### src/rtl/mcdt.sv
// Multi-channel data transfer: three valid/ready write channels, each with its own FIFO,
// merged onto one output stream by a round-robin arbiter. Each output word is tagged with its channel ID.
module mcdt #(
  parameter int DATA_W     = 32,
  parameter int FIFO_DEPTH = 32
) (
  input  logic              clk_i,
  input  logic              rstn_i,
  input  logic [DATA_W-1:0] ch0_data_i,
  input  logic              ch0_valid_i,
  output logic              ch0_ready_o,
  output logic [5:0]        ch0_margin_o,
  input  logic [DATA_W-1:0] ch1_data_i,
  input  logic              ch1_valid_i,
  output logic              ch1_ready_o,
  output logic [5:0]        ch1_margin_o,
  input  logic [DATA_W-1:0] ch2_data_i,
  input  logic              ch2_valid_i,
  output logic              ch2_ready_o,
  output logic [5:0]        ch2_margin_o,
  output logic [DATA_W-1:0] mcdt_data_o,
  output logic              mcdt_val_o,
  output logic [1:0]        mcdt_id_o
);

  localparam int         NCH     = 3;
  localparam int         AW      = (FIFO_DEPTH > 1) ? $clog2(FIFO_DEPTH) : 1;
  localparam logic [5:0] DEPTH_C = 6'(FIFO_DEPTH);

  logic [DATA_W-1:0] in_data_s [NCH];
  logic [NCH-1:0]    in_valid_s;
  logic [NCH-1:0]    push_s;
  logic [NCH-1:0]    pop_s;
  logic [NCH-1:0]    non_empty_s;

  logic [DATA_W-1:0] mem_r    [NCH][FIFO_DEPTH];
  logic [AW-1:0]     wr_ptr_r [NCH];
  logic [AW-1:0]     rd_ptr_r [NCH];
  logic [5:0]        cnt_r    [NCH];

  logic [1:0]        last_r;
  logic [1:0]        ord0_s;
  logic [1:0]        ord1_s;
  logic [1:0]        ord2_s;
  logic [1:0]        gnt_id_s;
  logic              gnt_valid_s;
  logic [DATA_W-1:0] rd_data_s;

  assign in_data_s[0] = ch0_data_i;
  assign in_data_s[1] = ch1_data_i;
  assign in_data_s[2] = ch2_data_i;
  assign in_valid_s   = {ch2_valid_i, ch1_valid_i, ch0_valid_i};

  // Ready and margin come straight from the registered counts so they read full depth during reset.
  assign ch0_ready_o  = (cnt_r[0] < DEPTH_C);
  assign ch1_ready_o  = (cnt_r[1] < DEPTH_C);
  assign ch2_ready_o  = (cnt_r[2] < DEPTH_C);
  assign ch0_margin_o = DEPTH_C - cnt_r[0];
  assign ch1_margin_o = DEPTH_C - cnt_r[1];
  assign ch2_margin_o = DEPTH_C - cnt_r[2];

  // Per-channel FIFO status and write acceptance
  always_comb begin
    non_empty_s = '0;
    push_s      = '0;
    for (int i = 0; i < NCH; i++) begin
      non_empty_s[i] = (cnt_r[i] != 6'd0);
      push_s[i]      = in_valid_s[i] && (cnt_r[i] < DEPTH_C);
    end
  end

  // Round-robin search order starting at the channel after the last grant
  always_comb begin
    case (last_r)
      2'd0: begin
        ord0_s = 2'd1;
        ord1_s = 2'd2;
        ord2_s = 2'd0;
      end
      2'd1: begin
        ord0_s = 2'd2;
        ord1_s = 2'd0;
        ord2_s = 2'd1;
      end
      default: begin
        ord0_s = 2'd0;
        ord1_s = 2'd1;
        ord2_s = 2'd2;
      end
    endcase
  end

  // Grant the first non-empty channel in search order
  always_comb begin
    gnt_valid_s = |non_empty_s;
    if (non_empty_s[ord0_s]) begin
      gnt_id_s = ord0_s;
    end else if (non_empty_s[ord1_s]) begin
      gnt_id_s = ord1_s;
    end else if (non_empty_s[ord2_s]) begin
      gnt_id_s = ord2_s;
    end else begin
      gnt_id_s = 2'd0;
    end
  end

  // One-hot pop strobe for the granted FIFO
  always_comb begin
    pop_s = '0;
    for (int i = 0; i < NCH; i++) begin
      pop_s[i] = gnt_valid_s && (gnt_id_s == 2'(i));
    end
  end

  // Head-of-queue read mux for the granted channel
  always_comb begin
    case (gnt_id_s)
      2'd1:    rd_data_s = mem_r[1][rd_ptr_r[1]];
      2'd2:    rd_data_s = mem_r[2][rd_ptr_r[2]];
      default: rd_data_s = mem_r[0][rd_ptr_r[0]];
    endcase
  end

  // FIFO storage; contents need no reset because the pointers define validity
  always_ff @(posedge clk_i) begin
    for (int i = 0; i < NCH; i++) begin
      if (push_s[i]) begin
        mem_r[i][wr_ptr_r[i]] <= in_data_s[i];
      end
    end
  end

  // FIFO pointers and occupancy counts
  always_ff @(posedge clk_i) begin
    if (!rstn_i) begin
      for (int i = 0; i < NCH; i++) begin
        wr_ptr_r[i] <= '0;
        rd_ptr_r[i] <= '0;
        cnt_r[i]    <= 6'd0;
      end
    end else begin
      for (int i = 0; i < NCH; i++) begin
        if (push_s[i]) begin
          wr_ptr_r[i] <= wr_ptr_r[i] + AW'(1);
        end
        if (pop_s[i]) begin
          rd_ptr_r[i] <= rd_ptr_r[i] + AW'(1);
        end
        case ({push_s[i], pop_s[i]})
          2'b10:   cnt_r[i] <= cnt_r[i] + 6'd1;
          2'b01:   cnt_r[i] <= cnt_r[i] - 6'd1;
          default: cnt_r[i] <= cnt_r[i];
        endcase
      end
    end
  end

  // Arbiter pointer and output register; last_r=2 makes channel 0 first after reset
  always_ff @(posedge clk_i) begin
    if (!rstn_i) begin
      last_r      <= 2'd2;
      mcdt_val_o  <= 1'b0;
      mcdt_data_o <= '0;
      mcdt_id_o   <= 2'd0;
    end else if (gnt_valid_s) begin
      last_r      <= gnt_id_s;
      mcdt_val_o  <= 1'b1;
      mcdt_data_o <= rd_data_s;
      mcdt_id_o   <= gnt_id_s;
    end else begin
      mcdt_val_o  <= 1'b0;
    end
  end

endmodule

### config.mk
export PLATFORM = sky130hd
export DESIGN_NAME = mcdt
export DESIGN_NICKNAME = d
export VERILOG_FILES = /design/src/rtl/mcdt.sv
export SDC_FILE = /design/constraint.sdc
export NUM_CORES = 2
export LEC_CHECK = 0
export ABC_CLOCK_PERIOD_IN_PS = 3900
export CAP_MARGIN = 10
export CORE_ASPECT_RATIO = 1.1
export CORE_MARGIN = 2
export CORE_UTILIZATION = 36
export CTS_CLUSTER_SIZE = 24
export DETAILED_ROUTE_END_ITERATION = 8
export GPL_TIMING_DRIVEN = 0
export PLACE_DENSITY = 0.63
export SLEW_MARGIN = 15
export SYNTH_ARGS = -nofsm -noshare
export SYNTH_HDL_FRONTEND = slang
export SYNTH_SLANG_ARGS = --single-unit
### constraint.sdc
create_clock -name clk_i -period 3.9 [get_ports clk_i]
set_clock_uncertainty 0.2 [all_clocks]
set_input_delay 0.78 -clock clk_i [delete_from_list [all_inputs] [get_ports clk_i]]
set_output_delay 0.78 -clock clk_i [all_outputs]
set_load 0.01 [all_outputs]
==> reports/results.ini <==
[placed_design]
port-buffer-count=155
dp_hpwl_mm=236
dpl.cell_count=10514
gp_congestion=0.844

[synth]
yosys.area.top_type=edfxtp_1
ys_top_cells_by_area=edfxtp_1 (77%), mux4_2 (12%), mux2i_1 (2.2%)
async_flop_share_pct=0
synth_most_common_cell=edfxtp_1
synth.distinct_cells=69
synth_top_area_share_pct=76.8
synth-seq-area-share_pct=77.4
synth_ff_type=edfxtp_1
syn_area_per_cell_um2=21.4
ys_top_cells_by_count=edfxtp_1 (3120), mux4_2 (671), mux2i_1 (269)
syn_inst=5695
syn_nets=5830
ys_ff_latch=3156
ys_warn_count=0
mappedNetlistArea_um2=122000
synth_edf_count=3120

[detailed_routing]
first_iter_violations=8566
wirelength_mm=352
remaining_drc_errors=0
wl_per_cell_um=31.5
drtAntennaViolNets=0
vias=62781
via_per_inst=5.61
firstDrtPassIters=6

[floorplan]
floorplan.initialDensity_pct=36.1
row_count=224
die_h_um=614
dieArea_um2=343000
fp.dieW_um=559
pin_count=157
core_area_um2=338000

[critical_path]
end_kind=register
setup.worst_path.class=register to register
startpoint_type=register
cp.arrival_ns=5.02
critPathRequiredTime_ns=4.48
path_max_fanout=7

[sta]
fin_tns_setup_ns=-7.03
setup_violations=30
fmax_mhz=225
hold_viol=0
rsz0062_at_grt=yes
post-route-min-period_ns=4.44
relSlewSlack_pct=20.2
min_period_over_period_pct=114
drv_slew=0
fin_ws_ns=-0.541
whs_ns=0.230
tightest_slew_ns=1.19

[clock_tree]
clock_latency_ns=0.89
cts.sinks=3156
cts_buffers=318
cts_tree=yes
root_buffer=clkbuf_16
clk_path_buf_depth=4
clkSlewWorstSetupHoldPaths_ns=0.08
hold_buffers=0
htreeDepth=5

[hold_path]
hold_path.class=primary input to register

[pwr]
power_density_nw_per_um2=650
ir_drop_uv=452
p_total_uw=94600
p_leak_uw=0.0449

[global_routing]
grt_max_degree=33
antenna_found_initial=56
grt_usage_pct=19.9
overflow=0
grt_pass1_vias=62608
grt_first_pass_wirelength_mm=486

[layout]
drive_gt1_share_pct=29.9
fillCellCount=28344
final_cells=11193
final_nets=6535
syn2layout_area_growth_pct=19.4

[job]
maxCapViolCount=0

[outcome]
violations=negative setup slack
status=complete, but fails checks

-- state kept, by name, indices dropped and copies added (netlist names) --
name,flops
mem_r,3072
mcdt_data_o,32
cnt_r,18
rd_ptr_r,15
wr_ptr_r,15
mcdt_id_o,2
last_r,1
mcdt_val_o,1
-- per-layer routing --
layer  track usage, %  part of all wire (%)  vias to the layer above  wire length [um]
met5                0                 0.038                        -               134
met1             25.0                    37                    33538            130000
met2             33.0                    49                     3154            174000
li1                 -                     -                    25378                 -
met3             4.12                   8.6                      687             30200
met4             9.10                   4.9                       24             17400
-- worst max-delay path: stages (launching register included) --
cell       delay [ns]
edfxtp_1         0.43
inv_2            0.10
ha_4             0.13
or3b_4           0.42
nor3_4           0.17
buf_12           0.17
nor2_4           0.04
o21ai_2          0.16
nand2_4          0.09
ha_4             0.21
clkbuf_16        0.17
and4b_4          0.25
buf_4            0.15
a22o_1           0.23
a31oi_4          0.22
o211ai_1         0.46
or3_4            0.52
a32o_1           0.25
-- cell type report --
type	count	area, um2	share of cell area (%)
clock buffer	403	8500	5.84
multi-input combinational	2193	28200	19.3
sequential	3156	94400	64.8
timing repair buffer	393	5470	3.75
inverter	37	156	0.107
buffer	301	1750	1.20
antenna	27	67.6	0.0464
clock inverter	163	1480	1.01
tap	4520	5660	3.88
-- final timing paths --
path,start,to,slack (ns),cells past startpoint
max,cnt_r[1][1]$_SDFFCE_PP0P_,mcdt_data_o[18]$_SDFFE_PN0N_,-0.54,17
min,ch0_data_i[22],mem_r[0][118]$_DFFE_PP_,0.23,1
max reg2reg,cnt_r[1][1]$_SDFFCE_PP0P_,mcdt_data_o[18]$_SDFFE_PN0N_,-0.54,17
min reg2reg,mcdt_data_o[13]$_SDFFE_PN0N_,mcdt_data_o[13]$_SDFFE_PN0N_,0.27,2
-- cell families after synthesis --
family	share of synthesized area [%]
xor+xnor	0.309
mux	15.3
compound gates	2.82
simple gates	2.46
fa+ha+maj	0.355
flops	77.4
buf+inv	1.38
-- cell usage in the layout (no fill, tap or decap), drive strengths merged, types with 53 or more instances in the layout --
cell and instances:
edfxtp 3120, a211oi 72, nand2 152, clkinv 109
o22ai 86, clkbuf 531, nor2b 64, mux2i 269
buf 452, a21oi 61, nor2 179, mux2 71
nor3 64, mux4 671, clkdlybuf4s50 109, inv 53
-- timing repair --
item	in CTS	in global routing
setup endpoints to repair	94	62
pin swaps	69	76
hold endpoints to repair	0	0
gates resized for setup	297	137
gates cloned	2	1
buffers inserted	50	46
-- through the flow --
| stage | area, um2 | setup WS (ns) | utilization (%) |
|---|---|---|---|
| 5_1_grt | 146000 | -0.562 | 43.1 |
| 2_1_floorplan | 122000 | 0.0405 | - |
| 3_5_place_dp | 133000 | -2.96 | 39.4 |
| 3_3_place_gp | 129000 | -4.91 | 38.2 |
| 6_report | 146000 | -0.541 | 43.1 |
| 4_1_cts | 145000 | -0.589 | 42.9 |
-- report_power, final --
part	switching (uW)	internal [uW]	total, uW	leakage (uW)
clock network	12900	16900	29900	0.00485
registers	563	38400	39000	0.0285
logic	15500	10300	25800	0.0116
No activity file was read; power rests on OpenSTA's default activity.
